==> config.mk <==
export PLATFORM = sky130hd
export DESIGN_NAME = ledtest_count_gen_flat
export DESIGN_NICKNAME = d
export VERILOG_FILES = /design/src/rtl/ledtest_count_gen_if.sv /design/src/rtl/ledtest_count_gen.sv /design/src/flat_wrapper.sv
export SDC_FILE = /design/constraint.sdc
export NUM_CORES = 1
export LEC_CHECK = 0
export ABC_AREA = 1
export BUFFER_PORTS_ARGS = -buffer_cell sky130_fd_sc_hd__buf_2
export CAP_MARGIN = 20
export CORE_ASPECT_RATIO = 1.4
export CORE_MARGIN = 3
export CORE_UTILIZATION = 35
export CTS_BUF_LIST = sky130_fd_sc_hd__clkbuf_4 sky130_fd_sc_hd__clkbuf_8 sky130_fd_sc_hd__clkbuf_16
export DETAILED_ROUTE_END_ITERATION = 6
export GPL_ROUTABILITY_DRIVEN = 0
export GPL_TIMING_DRIVEN = 0
export MAX_ROUTING_LAYER = met4
export SYNTH_ARGS = -nofsm -noshare
export SYNTH_HDL_FRONTEND = slang
export SYNTH_SLANG_ARGS = --single-unit
==> constraint.sdc <==
create_clock -name clk -period 2.8 [get_ports clk]
set_input_delay 0.42 -clock clk [delete_from_list [all_inputs] [get_ports clk]]
set_output_delay 0.42 -clock clk [all_outputs]
set_load 0.03 [all_outputs]
==> src/rtl/ledtest_count_gen_if.sv <==
// Board-side bundle of the LED/7-segment test source: raw switch and
// pushbutton pins going in, count/direction/status going out to the decoder.
interface ledtest_count_gen_if;
    logic       dir_sw;
    logic       run_btn_n;
    logic       step_btn_n;
    logic [3:0] count;
    logic       direction;
    logic       running;
    logic       tick;

    // Board / stimulus side: drives the raw pins, observes the results.
    modport master (
        output dir_sw,
        output run_btn_n,
        output step_btn_n,
        input  count,
        input  direction,
        input  running,
        input  tick
    );

    // Counter generator side.
    modport slave (
        input  dir_sw,
        input  run_btn_n,
        input  step_btn_n,
        output count,
        output direction,
        output running,
        output tick
    );
endinterface

==> src/rtl/ledtest_count_gen.sv <==
// Count source for the LED/7-segment test: synchronises and debounces the
// board switch and buttons, then steps a 4-bit up/down counter at a
// prescaled rate with run/pause and single-step control. Single clock domain.
module ledtest_count_gen #(
    parameter int TICK_DIV        = 25000000,
    parameter int DEBOUNCE_CYCLES = 1000000
) (
    input  logic                 clk,
    input  logic                 rst,
    ledtest_count_gen_if.slave   io
);

    localparam int PW = $clog2(TICK_DIV);
    localparam int DW = $clog2(DEBOUNCE_CYCLES);
    localparam logic [PW-1:0] PRESC_LAST = PW'(TICK_DIV - 1);
    localparam logic [DW-1:0] DB_LAST    = DW'(DEBOUNCE_CYCLES - 1);

    // Channel indices into the synchroniser/debouncer vectors.
    localparam int N_IN    = 3;
    localparam int CH_DIR  = 0;
    localparam int CH_RUN  = 1;
    localparam int CH_STEP = 2;
    // Idle level per channel: switch low, buttons released (high).
    localparam logic [2:0] IN_IDLE = 3'b110;

    // One step of the 4-bit modulo counter in the given direction.
    function automatic logic [3:0] step_value(input logic [3:0] value, input logic down);
        logic [3:0] next_v;
        if (down) begin
            next_v = value - 4'd1;
        end else begin
            next_v = value + 4'd1;
        end
        return next_v;
    endfunction

    logic [2:0]    raw_s;
    logic [2:0]    sync1_r;
    logic [2:0]    sync2_r;
    logic [2:0]    db_r;
    logic [DW-1:0] db_cnt_r [N_IN];
    logic [2:0]    fire_s;

    logic          dir_change_s;
    logic          run_press_s;
    logic          step_press_s;
    logic          auto_step_s;
    logic          manual_step_s;
    logic          do_step_s;

    logic [3:0]    count_r;
    logic          running_r;
    logic          tick_r;
    logic [PW-1:0] presc_r;

    assign raw_s = {io.step_btn_n, io.run_btn_n, io.dir_sw};

    // Two-flop synchroniser on every raw board input.
    always_ff @(posedge clk) begin
        if (rst) begin
            sync1_r <= IN_IDLE;
            sync2_r <= IN_IDLE;
        end else begin
            sync1_r <= raw_s;
            sync2_r <= sync1_r;
        end
    end

    // A debouncer accepts its sample on the edge where it has differed long enough.
    always_comb begin
        fire_s = 3'b000;
        for (int i = 0; i < N_IN; i++) begin
            if ((sync2_r[i] != db_r[i]) && (db_cnt_r[i] == DB_LAST)) begin
                fire_s[i] = 1'b1;
            end else begin
                fire_s[i] = 1'b0;
            end
        end
    end

    // Debouncers: count consecutive differing samples, adopt the sample when the run is long enough.
    always_ff @(posedge clk) begin
        for (int i = 0; i < N_IN; i++) begin
            if (rst) begin
                db_r[i]     <= IN_IDLE[i];
                db_cnt_r[i] <= '0;
            end else if (sync2_r[i] == db_r[i]) begin
                db_cnt_r[i] <= '0;
            end else if (db_cnt_r[i] == DB_LAST) begin
                db_r[i]     <= sync2_r[i];
                db_cnt_r[i] <= '0;
            end else begin
                db_cnt_r[i] <= db_cnt_r[i] + DW'(1);
            end
        end
    end

    // Decode press/direction events and decide whether a step happens this edge.
    always_comb begin
        dir_change_s  = fire_s[CH_DIR];
        // A press is the debounced button falling; releases carry no event.
        run_press_s   = fire_s[CH_RUN]  & ~sync2_r[CH_RUN];
        step_press_s  = fire_s[CH_STEP] & ~sync2_r[CH_STEP];
        // A direction change restarts the step period, so it swallows any coinciding step.
        auto_step_s   = running_r && (presc_r == PRESC_LAST) && !dir_change_s;
        manual_step_s = !running_r && step_press_s && !run_press_s && !dir_change_s;
        do_step_s     = auto_step_s || manual_step_s;
    end

    // Counter, prescaler, run/pause state and the step tick.
    always_ff @(posedge clk) begin
        if (rst) begin
            count_r   <= 4'd0;
            running_r <= 1'b1;
            tick_r    <= 1'b0;
            presc_r   <= '0;
        end else begin
            tick_r <= do_step_s;
            if (do_step_s) begin
                count_r <= step_value(count_r, db_r[CH_DIR]);
            end else begin
                count_r <= count_r;
            end
            if (run_press_s) begin
                running_r <= ~running_r;
            end else begin
                running_r <= running_r;
            end
            // Prescaler freezes while paused so a resume continues the same period.
            if (dir_change_s) begin
                presc_r <= '0;
            end else if (running_r) begin
                if (presc_r == PRESC_LAST) begin
                    presc_r <= '0;
                end else begin
                    presc_r <= presc_r + PW'(1);
                end
            end else begin
                presc_r <= presc_r;
            end
        end
    end

    assign io.count     = count_r;
    assign io.direction = db_r[CH_DIR];
    assign io.running   = running_r;
    assign io.tick      = tick_r;

endmodule

==> src/flat_wrapper.sv <==
// flat-port wrapper written by rule: the top's interface ports become plain ports
module ledtest_count_gen_flat 
#(
    parameter int TICK_DIV        = 25000000,
    parameter int DEBOUNCE_CYCLES = 1000000
)
  (clk, rst, io_dir_sw, io_run_btn_n, io_step_btn_n, io_count, io_direction, io_running, io_tick);
  ledtest_count_gen_if io_i ();
  input  logic clk;
  input  logic rst;
  input wire logic [$bits(io_i.dir_sw)-1:0] io_dir_sw;
  input wire logic [$bits(io_i.run_btn_n)-1:0] io_run_btn_n;
  input wire logic [$bits(io_i.step_btn_n)-1:0] io_step_btn_n;
  output wire logic [$bits(io_i.count)-1:0] io_count;
  output wire logic [$bits(io_i.direction)-1:0] io_direction;
  output wire logic [$bits(io_i.running)-1:0] io_running;
  output wire logic [$bits(io_i.tick)-1:0] io_tick;
  assign io_i.dir_sw = io_dir_sw;
  assign io_i.run_btn_n = io_run_btn_n;
  assign io_i.step_btn_n = io_step_btn_n;
  assign io_count = io_i.count;
  assign io_direction = io_i.direction;
  assign io_running = io_i.running;
  assign io_tick = io_i.tick;
  ledtest_count_gen #(.TICK_DIV(TICK_DIV), .DEBOUNCE_CYCLES(DEBOUNCE_CYCLES)) u_core (.clk(clk), .rst(rst), .io(io_i));
endmodule
==> results_dict.tcl <==
set metrics [dict create \
    cap_viol_max_count 0 \
    grt_pass1_vias 4325 \
    post_cts_resized 0 \
    grt_pass1_wl_um 19000 \
    rsz0062_at_grt "no" \
    hold_viol 0 \
    ys.flop_type "edfxtp_1" \
    fp-row-count 54 \
    setup_ws_ns 0.819 \
    critPathLaunchType "flop" \
    htreeDepth 3 \
    design.core.area_um2 15700 \
    powerDensity_nw_per_um2 464 \
    critPathKind "reg -> reg" \
    max_freq_mhz 505 \
    initial_core_util 0.360 \
    layout.nets 750 \
    finalSetupTns_ns 0 \
    crit_fanout 4 \
    via_per_inst 4.62 \
    clock_latency_ns 0.34 \
    finClkSkew_ns 0.00642 \
    diodes 0 \
    yosysTopAreaCell "edfxtp_1" \
    first_pass_iters 4 \
    cts_tree "yes" \
    hpwl_um 8080 \
    gr-usage-all-layers 0.134 \
    grt_max_degree 16 \
    ys_seq_area_frac 0.461 \
    die_h_um 156 \
    drt-total-wl_um 10500 \
    clockRootBuffer "clkbuf_16" \
    endpoint_kind "flop" \
    setup_viol 0 \
    cts_made_buffers 9 \
    cts.sinks 100 \
    clk_path_buf_depth 2 \
    p_leak_nw 2.38 \
    hold_buffers 0 \
    drc 0 \
    syn_avg_cell_area_um2 8.58 \
    fin_crit_ns 1.98 \
    fin_area_um2 6450 \
    layout-drive-gt1-share 0.155 \
    async_flop_share 0 \
    synth_area_leaders "edfxtp_1, dfxtp_1, nor2_1" \
    wl_per_cell_um 11.2 \
    syn-cell-area_um2 5650 \
    dp_slack_ns 0.823 \
    synth_top_area_frac 0.319 \
    period_share 0.707 \
    first_iter_violations 180 \
    min_path_type "in -> reg" \
    run_status "complete, no violations" \
    synth-seq-cells 100 \
    overflow 0 \
    io_pins 12 \
    maxSlewViolCount 0 \
    clk_pin_slew_ns 0.07 \
    vias 4336 \
    critical_path_arrival_ns 2.08 \
    yosys.cell_types.count 47 \
    required_ns 2.90 \
    dpl_cell_area_um2 6160 \
    io_buffer_count 10 \
    yosys_warnings 0 \
    syn2layout_area_growth_pct 14.2 \
    postRouteAntennaNets 0 \
    post_cts_buffers 0 \
    antenna_found_initial 0 \
    synthCells 658 \
    die_width_um 113 \
    synth_edf_count 60 \
    max-vdd-ir-drop_mv 0.241 \
    n_fill_cell 1655 \
    die_area_um2 17700 \
    total_power_w 0.00299 \
]
## routing by layer
metal | GRT usage | wire length (µm)
met5 | - | 0
met4 | 0.0578 | 296
met3 | 0.0271 | 296
met2 | 0.222 | 5240
met1 | 0.157 | 4710
## stage by stage
stage           util  instances  hold WS, ns
2_1_floorplan      -        717        0.388
3_3_place_gp   0.393        923        0.394
3_5_place_dp   0.393        923        0.397
4_1_cts        0.411        939        0.244
5_1_grt        0.411        939        0.246
6_report       0.411        939        0.253
## kinds of logic after synthesis
logic type / after synthesis / synth area share
DFF: 100 / 0.461
buffers and inverters: 96 / 0.0713
and+or+nand+nor: 367 / 0.343
AOI/OAI and AO/OA: 58 / 0.0623
adders and majority gates: 7 / 0.0168
xor gates and xnor gates: 29 / 0.0450
other: 1 / 0.000664
## cells in the final DEF, fill, tap and decap left out, types with 13 or more instances in the layout
cell / count
nand2_1: 92
nand3_1: 39
xor2_1: 23
nand3_2: 13
a21oi_1: 29
nor3_1: 37
nand4_1: 16
nor2_2: 16
conb_1: 60
nor2_1: 95
inv_1: 77
edfxtp_1: 60
buf_2: 13
dfxtp_1: 40
## area by class of cell
cell class	count	area, µm²	area share
well taps	196	245	0.0380
inverters	86	328	0.0508
multi-input cells	521	2860	0.444
plain buffers	10	75.1	0.0116
flip-flops and latches	100	2600	0.404
repair buffers	10	50.0	0.00776
clock inverters	7	57.6	0.00893
clock buffers	9	225	0.0349
## Yosys cell counts, drive strengths merged (6+ instances only)
cell type,count
nor2,122
nand2,104
inv,85
edfxtp,60
nand3,54
nor3,45
dfxtp,40
a21oi,30
xor2,23
nand4,18
nor3b,13
buf,9
or2,8
ha,6
o21ai,6
xnor2,6
## sequential cells by signal (all words and copies together) (netlist names)
signal and cells:
u_core.db_cnt_r 60, u_core.presc_r 25, u_core.io.count 4, u_core.db_r 3, u_core.sync1_r 3, u_core.sync2_r 3, u_core.io.running 1, u_core.io.tick 1
## report_power, final
part | total [W] | leakage, nW | internal (W) | switching, W
Sequential | 0.00164 | 0.943 | 0.00160 | 0.0000419
Clock | 0.00122 | 0.137 | 0.000680 | 0.000542
Combinational | 0.000123 | 1.30 | 0.0000429 | 0.0000796
## worst max-delay path, stage by stage (launching register included)
cell	delay [ns]
edfxtp_1	0.40
ha_1	0.21
nand2_1	0.11
nor2_4	0.16
nand2_1	0.11
nor3_2	0.27
nand4_2	0.17
nor2_2	0.13
a21oi_1	0.07
o21a_1	0.10
## worst paths after layout
path	startpoint	endpoint	slack, ns	cells after the start
worst max-delay path	u_core.db_cnt_r[1][0]	u_core.db_cnt_r[1][18]	0.82	9
worst min-delay path	io_step_btn_n	u_core.sync1_r[2]	0.25	2
worst max register to register	u_core.db_cnt_r[1][0]	u_core.db_cnt_r[1][18]	0.82	9
worst min register to register	u_core.sync1_r[0]	u_core.sync2_r[0]	0.40	2
Power figures use the tool's default switching activity.
